===== src/rtl/chip8_clk_pkg.sv =====
// Shared types and constants for the CHIP-8 pacing controller.
package chip8_clk_pkg;

  // Controller states
  typedef enum logic [1:0] {
    ST_RUN   = 2'd0,
    ST_PAUSE = 2'd1,
    ST_STEP  = 2'd2
  } state_e;

  // CPU speed codes as seen on clksel / rate_cur
  typedef enum logic [1:0] {
    RATE_5K  = 2'd0,
    RATE_10K = 2'd1,
    RATE_15K = 2'd2,
    RATE_20K = 2'd3
  } rate_e;

  // Divisors for a 60 MHz system clock
  localparam int unsigned DEF_DIV0      = 32'd12000;
  localparam int unsigned DEF_DIV1      = 32'd6000;
  localparam int unsigned DEF_DIV2      = 32'd4000;
  localparam int unsigned DEF_DIV3      = 32'd3000;
  localparam int unsigned DEF_TIMER_DIV = 32'd1000000;

  // Counter widths
  localparam int unsigned CPU_CNT_W = 32'd14;
  localparam int unsigned TMR_CNT_W = $clog2(DEF_TIMER_DIV);

  // Width needed to count 0..n-1, never less than one bit
  function automatic int unsigned cnt_width(input int unsigned n);
    return (n < 32'd2) ? 32'd1 : $clog2(n);
  endfunction

endpackage


===== src/rtl/chip8_pace_ctrl_ce_divider.sv =====
// Free-running modulo-N counter producing a one-cycle wrap indication.
// The divisor is latched on load so a new rate only takes effect for the
// interval that starts after the current one ends.
module ce_divider #(
  parameter int unsigned W       = 32'd14,
  parameter int unsigned RST_DIV = 32'd12000
) (
  input  logic         clk,
  input  logic         rst,
  input  logic         clr,
  input  logic         en,
  input  logic         load,
  input  logic [W-1:0] div_in,
  output logic         wrap
);

  logic [W-1:0] cnt_r;
  logic [W-1:0] div_r;
  logic         at_end_s;

  assign at_end_s = (cnt_r == (div_r - W'(1'b1)));
  assign wrap     = en & at_end_s;

  // Divisor latch, reloaded only when the owner says an interval boundary is reached
  always_ff @(posedge clk or posedge rst) begin
    if (rst) begin
      div_r <= W'(RST_DIV);
    end else if (load) begin
      div_r <= div_in;
    end else begin
      div_r <= div_r;
    end
  end

  // Count 0..div-1 while enabled; clear has priority over counting
  always_ff @(posedge clk or posedge rst) begin
    if (rst) begin
      cnt_r <= {W{1'b0}};
    end else if (clr) begin
      cnt_r <= {W{1'b0}};
    end else if (en) begin
      cnt_r <= at_end_s ? {W{1'b0}} : (cnt_r + W'(1'b1));
    end else begin
      cnt_r <= cnt_r;
    end
  end

endmodule


===== src/rtl/chip8_pace_ctrl.sv =====
// CHIP-8 execution pacer: CPU and 60 Hz timer clock enables with rate
// select, pause/single-step, and stall absorption with overrun counting.
module chip8_pace_ctrl
  import chip8_clk_pkg::*;
#(
  parameter int unsigned DIV0      = DEF_DIV0,
  parameter int unsigned DIV1      = DEF_DIV1,
  parameter int unsigned DIV2      = DEF_DIV2,
  parameter int unsigned DIV3      = DEF_DIV3,
  parameter int unsigned TIMER_DIV = DEF_TIMER_DIV
) (
  input  logic       clk,
  input  logic       res,
  input  logic [1:0] clksel,
  input  logic       pause,
  input  logic       step_req,
  input  logic       cpu_stall,
  input  logic       ovr_clr,
  output logic       cpu_ce,
  output logic       timer_ce,
  output logic       paused,
  output logic [1:0] rate_cur,
  output logic [7:0] ovr_cnt
);

  localparam int unsigned TMR_W = cnt_width(TIMER_DIV);

  state_e                 state_r;
  state_e                 state_s;
  logic                   pend_r;
  logic                   pend_s;
  logic                   ce_s;
  logic                   ovr_inc_s;
  logic                   cpu_ce_r;
  logic                   timer_ce_r;
  logic                   paused_r;
  logic [1:0]             rate_cur_r;
  logic [7:0]             ovr_r;
  logic                   run_go_s;
  logic                   tick_due_s;
  logic                   tmr_wrap_s;
  logic                   enter_run_s;
  logic                   load_s;
  logic                   can_issue_s;
  logic [CPU_CNT_W-1:0]   div_sel_s;

  // Counting happens only in RUN and not in the cycle pause is taken,
  // so a tick due on that edge is suppressed.
  assign run_go_s    = (state_r == ST_RUN) & ~pause;
  assign enter_run_s = (state_r != ST_RUN) & (state_s == ST_RUN);
  assign load_s      = tick_due_s | enter_run_s;
  // A tick may only go out if the CPU accepts it and the previous cycle was
  // not already an enable, keeping cpu_ce strictly single-cycle.
  assign can_issue_s = ~cpu_stall & ~cpu_ce_r;

  ce_divider #(
    .W       (CPU_CNT_W),
    .RST_DIV (DIV0)
  ) u_cpu_div (
    .clk    (clk),
    .rst    (res),
    .clr    (~run_go_s),
    .en     (run_go_s),
    .load   (load_s),
    .div_in (div_sel_s),
    .wrap   (tick_due_s)
  );

  ce_divider #(
    .W       (TMR_W),
    .RST_DIV (TIMER_DIV)
  ) u_tmr_div (
    .clk    (clk),
    .rst    (res),
    .clr    (1'b0),
    .en     (run_go_s),
    .load   (1'b0),
    .div_in (TMR_W'(TIMER_DIV)),
    .wrap   (tmr_wrap_s)
  );

  // Divisor for the requested rate, latched only at interval boundaries
  always_comb begin
    div_sel_s = CPU_CNT_W'(DIV0);
    case (rate_e'(clksel))
      RATE_5K:  div_sel_s = CPU_CNT_W'(DIV0);
      RATE_10K: div_sel_s = CPU_CNT_W'(DIV1);
      RATE_15K: div_sel_s = CPU_CNT_W'(DIV2);
      RATE_20K: div_sel_s = CPU_CNT_W'(DIV3);
      default:  div_sel_s = CPU_CNT_W'(DIV0);
    endcase
  end

  // State register
  always_ff @(posedge clk or posedge res) begin
    if (res) begin
      state_r <= ST_RUN;
    end else begin
      state_r <= state_s;
    end
  end

  // Next state, tick issue, pending and overrun decisions
  always_comb begin
    state_s   = state_r;
    ce_s      = 1'b0;
    pend_s    = pend_r;
    ovr_inc_s = 1'b0;
    case (state_r)
      ST_RUN: begin
        if (pause) begin
          state_s = ST_PAUSE;
          pend_s  = 1'b0;
        end else if (tick_due_s) begin
          if (can_issue_s) begin
            // With a tick already pending, the new tick replaces the one consumed
            ce_s = 1'b1;
          end else if (pend_r) begin
            ovr_inc_s = 1'b1;
          end else begin
            pend_s = 1'b1;
          end
        end else if (pend_r && can_issue_s) begin
          ce_s   = 1'b1;
          pend_s = 1'b0;
        end else begin
          ce_s = 1'b0;
        end
      end
      ST_PAUSE: begin
        pend_s = 1'b0;
        if (!pause) begin
          state_s = ST_RUN;
        end else if (step_req) begin
          state_s = ST_STEP;
          ce_s    = ~cpu_stall;
        end else begin
          state_s = ST_PAUSE;
        end
      end
      ST_STEP: begin
        pend_s = 1'b0;
        if (cpu_ce_r) begin
          state_s = pause ? ST_PAUSE : ST_RUN;
        end else if (!cpu_stall) begin
          ce_s = 1'b1;
        end else begin
          ce_s = 1'b0;
        end
      end
      default: begin
        state_s = ST_RUN;
        pend_s  = 1'b0;
      end
    endcase
  end

  // Registered enables, status, rate latch, pending flag and overrun counter
  always_ff @(posedge clk or posedge res) begin
    if (res) begin
      cpu_ce_r   <= 1'b0;
      timer_ce_r <= 1'b0;
      paused_r   <= 1'b0;
      rate_cur_r <= 2'd0;
      pend_r     <= 1'b0;
      ovr_r      <= 8'd0;
    end else begin
      cpu_ce_r   <= ce_s;
      timer_ce_r <= tmr_wrap_s;
      paused_r   <= (state_s != ST_RUN);
      pend_r     <= pend_s;
      rate_cur_r <= load_s ? clksel : rate_cur_r;
      if (ovr_clr) begin
        ovr_r <= 8'd0;
      end else if (ovr_inc_s && (ovr_r != 8'hFF)) begin
        ovr_r <= ovr_r + 8'd1;
      end else begin
        ovr_r <= ovr_r;
      end
    end
  end

  assign cpu_ce   = cpu_ce_r;
  assign timer_ce = timer_ce_r;
  assign paused   = paused_r;
  assign rate_cur = rate_cur_r;
  assign ovr_cnt  = ovr_r;

endmodule


===== config.mk =====
export PLATFORM = sky130hd
export DESIGN_NAME = chip8_pace_ctrl
export DESIGN_NICKNAME = d
export VERILOG_FILES = /design/src/rtl/chip8_clk_pkg.sv /design/src/rtl/chip8_pace_ctrl_ce_divider.sv /design/src/rtl/chip8_pace_ctrl.sv
export SDC_FILE = /design/constraint.sdc
export NUM_CORES = 1
export LEC_CHECK = 0
export ABC_AREA = 0
export CAP_MARGIN = 20
export CORE_UTILIZATION = 40
export CTS_CLUSTER_SIZE = 16
export DETAILED_ROUTE_END_ITERATION = 8
export PLACE_DENSITY_LB_ADDON = 0.2
export SLEW_MARGIN = 20
export SYNTH_ARGS = -nofsm -noshare
export SYNTH_HDL_FRONTEND = slang
export SYNTH_HIERARCHICAL = 1
export SYNTH_SLANG_ARGS = --single-unit

===== constraint.sdc =====
create_clock -name clk -period 8.2 [get_ports clk]
set_clock_uncertainty 0.15 [all_clocks]
set_input_delay 1.64 -clock clk [delete_from_list [all_inputs] [get_ports clk]]
set_output_delay 1.64 -clock clk [all_outputs]
set_load 0.02 [all_outputs]

==> results.md, run 1 <==
- Status: finished clean
- Top cells by count, synth: sky130_fd_sc_hd__dfrtp_1 (70), sky130_fd_sc_hd__nand2_1 (62), sky130_fd_sc_hd__nor2_1 (33)
- # clock sinks: 84
- Count of hold-fix buffers inserted at cts: 0
- Floorplan die height: 119 um
- Highest Clock Rate: 239 MHz
- Final nets: 621
- Fraction of layout cells with a size suffix above 1: 17.3%
- Root Buffer: sky130_fd_sc_hd__clkbuf_16
- Core box area: 13,200 um2
- Transition time of the tightest slew-check pin: 1.01 ns
- Die Span X: 119 um
- IR drop worst, VDD: 0.119 mV
- Type of the tightest min-delay check: flip-flop to flip-flop
- Synth Cell Area: 5440 um2
- IO Port Bufs: 20
- Effective utilization at floorplan: 41.1%
- YS warnings: 6
- Largest driver fanout on the critical path: 18
- Row count: 42
- Average routed wire per standard cell: 15.1 um
- Number of iterations in the first detailed-routing pass: 7
- Post-synth EDFFs: 0
- Multi-input gate area in the final layout: 3190 um2
- Clock Tree Buf Depth: 2
- Final weighted congestion in routability-driven placement: 0.808
- Dominant register cell in the synthesized netlist: sky130_fd_sc_hd__dfrtp_1
- Cell type contributing the most total cell area after synthesis: sky130_fd_sc_hd__dfrtp_1
- Die ar.: 14,100 um2
- Top-area cell type share of the netlist area: 32.2%
- Total negative slack: 0 ns
- Remaining antenna violation count: 0
- Half-perimeter wire length of the detailed placement result: 8.63 mm
- Async set or reset register ratio after synthesis: 100%
- Number of antenna violations at the first check in global routing: 0
- DRC violation count after routing: 0
- Crit path arrival time: 4.26 ns
- Buffers inserted during post-CTS setup optimization: 0
- Slew Limit Fails: 0
- GRT Residual Overflow: 0
- Area overhead of the layout relative to synthesis: 13.5%
- Via count of the first global-routing pass: 4,163
- LEAKAGE: 0.00254 uW
- Total Routing Usage GR: 18.0%
- H-Tree Depth: 3
- Clock transition time at the flip-flop clock pins of the worst setup and hold paths: 0.07 ns
- Number of library cell types mapped by synthesis: 74
- Number of resized instances in the post-cts repair step: 0
- Most frequently used cell type in the post-synthesis netlist: sky130_fd_sc_hd__dfrtp_1
- Pin count of the biggest net entering global routing: 41
- Cts bufs inserted: 9
- Post-Route WL: 11.9 mm
- Average cell area after synthesis: 9.54 um2
- Final setup violating endpoints: 0
- Flip-flop and latch count after synthesis: 84
- Global-route wire length before repair: 20.3 mm
- Req. time, crit path: 8.28 ns
- Period utilisation layout: 51.0%
- Kind of critical path: primary input to flip-flop
- Clk Latency, worst-skew pair: 0.34 ns
- Count of endpoints failing hold in the final timing report: 0
- Area used by sequential logic in the layout: 2120 um2
- Ant. Diodes: 0
- Time the final worst path needs with I/O delays and setup: 4.18 ns
- Cells after synthesis: 570
- Detailed router's first-iteration violation count: 239
- Endpoint type of the worst setup path: flip-flop
- TritonCTS clock tree: built
- Via-per-instance ratio: 5.42
- Power Total: 1200 uW
- I/O pin cnt: 21
- Register area share after synthesis: 39.0%
- PwrDens: 195 nW/um2
- Max-Slew Margin vs Limit: 32.5%
- RSZ-0062 raised after global routing: false
- Count of max-cap constraint violations: 0
- Sort of element at the start of the critical path: primary input
- FILL cells: 1,295
- Total number of vias: 4,276
- Top cells by area, synth: sky130_fd_sc_hd__dfrtp_1 (32%), sky130_fd_sc_hd__dfstp_2 (6.8%), sky130_fd_sc_hd__mux2_2 (6.2%)
-- metal layers --
metal,routed length [um],track usage [%],vias up
li1,-,-,2108
met1,5520,22.8,2075
met2,5850,30.3,77
met3,387,4.15,16
met4,179,6.01,0
met5,0,0,-
-- cells in the final DEF, fill, tap and decap left out, types with 11 or more instances in the layout --
master                            Yosys  routed
sky130_fd_sc_hd__mux2_2              30      30
sky130_fd_sc_hd__and2_1              13      13
sky130_fd_sc_hd__inv_1               23      23
sky130_fd_sc_hd__o21ai_0             17      17
sky130_fd_sc_hd__nand3_1             19      19
sky130_fd_sc_hd__o211ai_1            13      13
sky130_fd_sc_hd__xnor2_1             23      23
sky130_fd_sc_hd__clkdlybuf4s50_1      0      20
sky130_fd_sc_hd__nor2_1              33      33
sky130_fd_sc_hd__nand2_1             62      62
sky130_fd_sc_hd__dfstp_2             14      14
sky130_fd_sc_hd__dfrtp_1             70      70
sky130_fd_sc_hd__conb_1               2      31
sky130_fd_sc_hd__nor3_1              18      18
sky130_fd_sc_hd__xor2_1              31      31
sky130_fd_sc_hd__and3_1              11      11
sky130_fd_sc_hd__a21oi_1             23      23
sky130_fd_sc_hd__nor3_2              11      11
-- per-stage QoR --
step | instances | setup slack (ns) | util (%) | area [um2] | hold slack (ns)
after CTS | 789 | 4.02 | 46.6 | 6170 | 0.372
after floorplan | 599 | 4.26 | - | 5550 | 0.373
final | 789 | 4.02 | 46.6 | 6170 | 0.367
after global routing | 789 | 3.78 | 46.6 | 6170 | 0.398
after detailed placement | 773 | 3.66 | 44.2 | 5850 | 0.347
after global placement | 773 | 3.76 | 44.2 | 5850 | 0.343
-- flip-flops by register name, summed over array words and instances (netlist names) --
register and count:
cpu_ce 1, ovr_cnt 8, paused 1, pend_r 1, rate_cur 2, state_r 2, timer_ce 1, u_cpu_div/cnt_r 14
u_cpu_div/div_r 14, u_tmr_div/cnt_r 20, u_tmr_div/div_r 20
-- cell families (layout without fill, tap and decap cells) --
| kind of cell | Yosys count | after routing | synth area share [%] |
|---|---|---|---|
| flip-flops | 84 | 84 | 39.0 |
| AO/OA/AOI/OAI | 111 | 111 | 15.3 |
| XOR/XNOR | 54 | 54 | 8.70 |
| other | 2 | 31 | 0.138 |
| adder cells (fa/ha/maj) | 5 | 5 | 1.15 |
| AND/OR/NAND/NOR | 229 | 229 | 24.1 |
| buffers and inverters | 49 | 63 | 4.32 |
| multiplexers | 36 | 36 | 7.32 |
-- final timing paths --
kind / from / to / slack [ns] / cells past startpoint
min reg2reg: rate_cur[1]$_DFFE_PP0P_ / rate_cur[1]$_DFFE_PP0P_ / 0.37 / 1
max reg2reg: u_tmr_div/div_r[0]$_DFFE_PP0P_ / u_tmr_div/cnt_r[9]$_DFFE_PP0P_ / 4.43 / 9
min: rate_cur[1]$_DFFE_PP0P_ / rate_cur[1]$_DFFE_PP0P_ / 0.37 / 1
max in group asynchronous: res / timer_ce$_DFF_PP0_ / 5.87 / 2
min in group asynchronous: res / u_cpu_div/cnt_r[3]$_DFFE_PP0P_ / 1.57 / 3
max: pause / u_cpu_div/div_r[8]$_DFFE_PP0P_ / 4.02 / 8
-- power by group --
group,internal [uW],switching (uW)
combinational,105,125
sequential,463,60.1
clock,270,177
-- critical path, cell delays in order --
cell	delay, ns
sky130_fd_sc_hd__clkdlybuf4s50_1	0.52
sky130_fd_sc_hd__or3_4	0.30
sky130_fd_sc_hd__clkinv_4	0.18
sky130_fd_sc_hd__nor4b_4	0.17
sky130_fd_sc_hd__buf_4	0.23
sky130_fd_sc_hd__a221oi_1	0.41
sky130_fd_sc_hd__inv_1	0.42
sky130_fd_sc_hd__mux2_2	0.38
-- cell type report --
cell class / instances / share of cell area (%)
clock inverters: 6 / 1.52
clock buffers: 10 / 3.71
multi-input cells: 466 / 51.7
well taps: 176 / 3.57
flip-flops and latches: 84 / 34.3
repair buffers: 23 / 3.61
inverters: 24 / 1.54
(Power assumes the default switching activity.)
==> run 2: changes to the inputs <==
clock period = 3.75 ns   (was 8.2 ns; I/O delays follow)
==> run 2 against run 1 <==
- combinational power rose by 120%
- worst setup slack got worse by 3.7 ns
- total power rose by 110%
- clock power rose by 85%
- die area did not move
- wire length fell by 1.0%
==> results.md, run 2 (same netlist as run 1, synthesis figures left out) <==
- Row count: 42
- Largest driver fanout on the critical path: 13
- Post-Route WL: 11.8 mm
- DR top layer: met4
- Die ar.: 14,100 um2
- Transition time of the tightest slew-check pin: 0.967 ns
- Status: finished clean
- LEAKAGE: 0.00256 uW
- Global-route wire length before repair: 20.6 mm
- Buffers inserted during post-CTS setup optimization: 0
- Die Span X: 119 um
- Clock transition time at the flip-flop clock pins of the worst setup and hold paths: 0.06 ns
- Most used cell, CP: sky130_fd_sc_hd__buf_4
- Fraction of layout cells with a size suffix above 1: 18.2%
- Remaining antenna violation count: 0
- Final setup violating endpoints: 0
- Clock Tree Buf Depth: 2
- Number of iterations in the first detailed-routing pass: 4
- Req. time, crit path: 3.82 ns
- Average routed wire per standard cell: 14.8 um
- IO Port Bufs: 20
- Total negative slack: 0 ns
- Pin count of the biggest net entering global routing: 41
- Routed length on met3: 260 um
- Kind of critical path: flip-flop to flip-flop
- Root Buffer: sky130_fd_sc_hd__clkbuf_16
- Ant. Diodes: 0
- Detailed router's first-iteration violation count: 220
- Met2 Wirelength: 5.72 mm
- Via count of the first global-routing pass: 4,285
- Crit-path max cell delay: 0.67 ns
- CP cell instances: inv_1, ha_1, nor3b_1, buf_4, and2_1, a31oi_1, a311o_1, a2111o_1, buf_4, o22ai_1, a21oi_1
- Buffers and inverters on the worst path: 3
- PwrDens: 401 nW/um2
- Area overhead of the layout relative to synthesis: 13.8%
- Top flop regs: u_tmr_div/cnt_r (20), u_tmr_div/div_r (20)
- Time the final worst path needs with I/O delays and setup: 3.42 ns
- Number of antenna violations at the first check in global routing: 0
- Highest Clock Rate: 292 MHz
- H-Tree Depth: 3
- Endpoint type of the worst setup path: flip-flop
- RSZ-0062 raised after global routing: false
- TritonCTS clock tree: built
- Top library cells by usage in the layout, fill and taps aside: sky130_fd_sc_hd__dfrtp_1 (70), sky130_fd_sc_hd__nand2_1 (62), sky130_fd_sc_hd__nor2_1 (33), sky130_fd_sc_hd__xor2_1 (31), sky130_fd_sc_hd__conb_1 (31)
- Number of resized instances in the post-cts repair step: 0
- Count of hold-fix buffers inserted at cts: 0
- Max-Slew Margin vs Limit: 35.5%
- Routed metal-1 wirelength: 5.57 mm
- Count of max-cap constraint violations: 0
- # clock sinks: 84
- DRC violation count after routing: 0
- I/O pin cnt: 21
- IR drop worst, VDD: 0.235 mV
- Period utilisation layout: 91.2%
- Total Routing Usage GR: 18.2%
- Crit path arrival time: 3.49 ns
- Core box area: 13,200 um2
- Cell type of the slowest stage on the worst timing path: sky130_fd_sc_hd__a2111o_1
- Total number of vias: 4,271
- Floorplan die height: 119 um
- Slew Limit Fails: 0
- Clk Latency, worst-skew pair: 0.34 ns
- GRT Residual Overflow: 0
- Final nets: 630
- Count of endpoints failing hold in the final timing report: 0
- Final weighted congestion in routability-driven placement: 0.834
- Via-per-instance ratio: 5.35
- Utilization after layout: 46.7%
- Sort of element at the start of the critical path: flip-flop
- Effective utilization at floorplan: 41.1%
- Category of cells accounting for the largest share of critical-path delay: compound AO/OA/AOI/OAI gates
- Cts bufs inserted: 9
- Commonest non-fill, non-tap cell in the layout: sky130_fd_sc_hd__dfrtp_1
- Half-perimeter wire length of the detailed placement result: 8.65 mm
- Type of the tightest min-delay check: flip-flop to flip-flop
-- run 2: changes by cell type in the layout (fill, tap and decap cells not counted) --
cell | before | now
sky130_fd_sc_hd__buf_4 | 3 | 12
sky130_fd_sc_hd__bufinv_16 | 2 | 0
sky130_fd_sc_hd__clkbuf_1 | 1 | 3
sky130_fd_sc_hd__inv_6 | 3 | 1
sky130_fd_sc_hd__clkbuf_8 | 0 | 1
sky130_fd_sc_hd__clkinv_2 | 0 | 1
sky130_fd_sc_hd__clkinv_4 | 1 | 2
sky130_fd_sc_hd__clkinvlp_4 | 1 | 0
-- run 2: path summary, 6_finish.rpt --
| kind | slack [ns] | depth (start not counted) | from | to |
|---|---|---|---|---|
| max | 0.33 | 11 | u_tmr_div/div_r[0]$_DFFE_PP0P_ | u_tmr_div/cnt_r[19]$_DFFE_PP0P_ |
| min | 0.37 | 1 | rate_cur[0]$_DFFE_PP0P_ | rate_cur[0]$_DFFE_PP0P_ |
| max reg2reg | 0.33 | 11 | u_tmr_div/div_r[0]$_DFFE_PP0P_ | u_tmr_div/cnt_r[19]$_DFFE_PP0P_ |
| min reg2reg | 0.37 | 1 | rate_cur[0]$_DFFE_PP0P_ | rate_cur[0]$_DFFE_PP0P_ |
| max in group asynchronous | 1.88 | 3 | res | u_cpu_div/div_r[10]$_DFFE_PP1P_ |
| min in group asynchronous | 0.71 | 2 | res | state_r[1]$_DFF_PP0_ |
-- run 2: report_power, final --
part	internal (uW)	switching [uW]	total, uW
registers	1010	128	1140
logic	237	273	510
clock network	470	360	830
total	1720	761	2480
-- run 2: layer usage --
layer / track usage, % / up-vias
met1: 23.4 / 2104
met3: 4.15 / 16
li1: - / 2116
met2: 29.8 / 35
met4: 6.96 / 0
met5: 0 / -
-- run 2: layout make-up --
cell class              instances  area, um2
flip-flops and latches         84       2120
fillers                      1281       7050
clock inverters                 3       22.5
clock buffers                  13        250
multi-input cells             466       3190
repair buffers                 32        290
inverters                      24       95.1
well taps                     176        220
-- run 2: per-stage QoR --
stage / hold WS (ns) / std cells / instance area, um2 / total power (uW) / setup WS [ns]
6_report: 0.366 / 798 / 6190 / 2480 / 0.330
5_1_grt: 0.399 / 798 / 6190 / 2620 / 0.0596
4_1_cts: 0.368 / 798 / 6190 / 2520 / 0.300
3_5_place_dp: 0.351 / 782 / 5920 / 1660 / 0.295
3_3_place_gp: 0.347 / 782 / 5920 / 1650 / 0.276
2_1_floorplan: 0.373 / 599 / 5550 / 1530 / 0.385
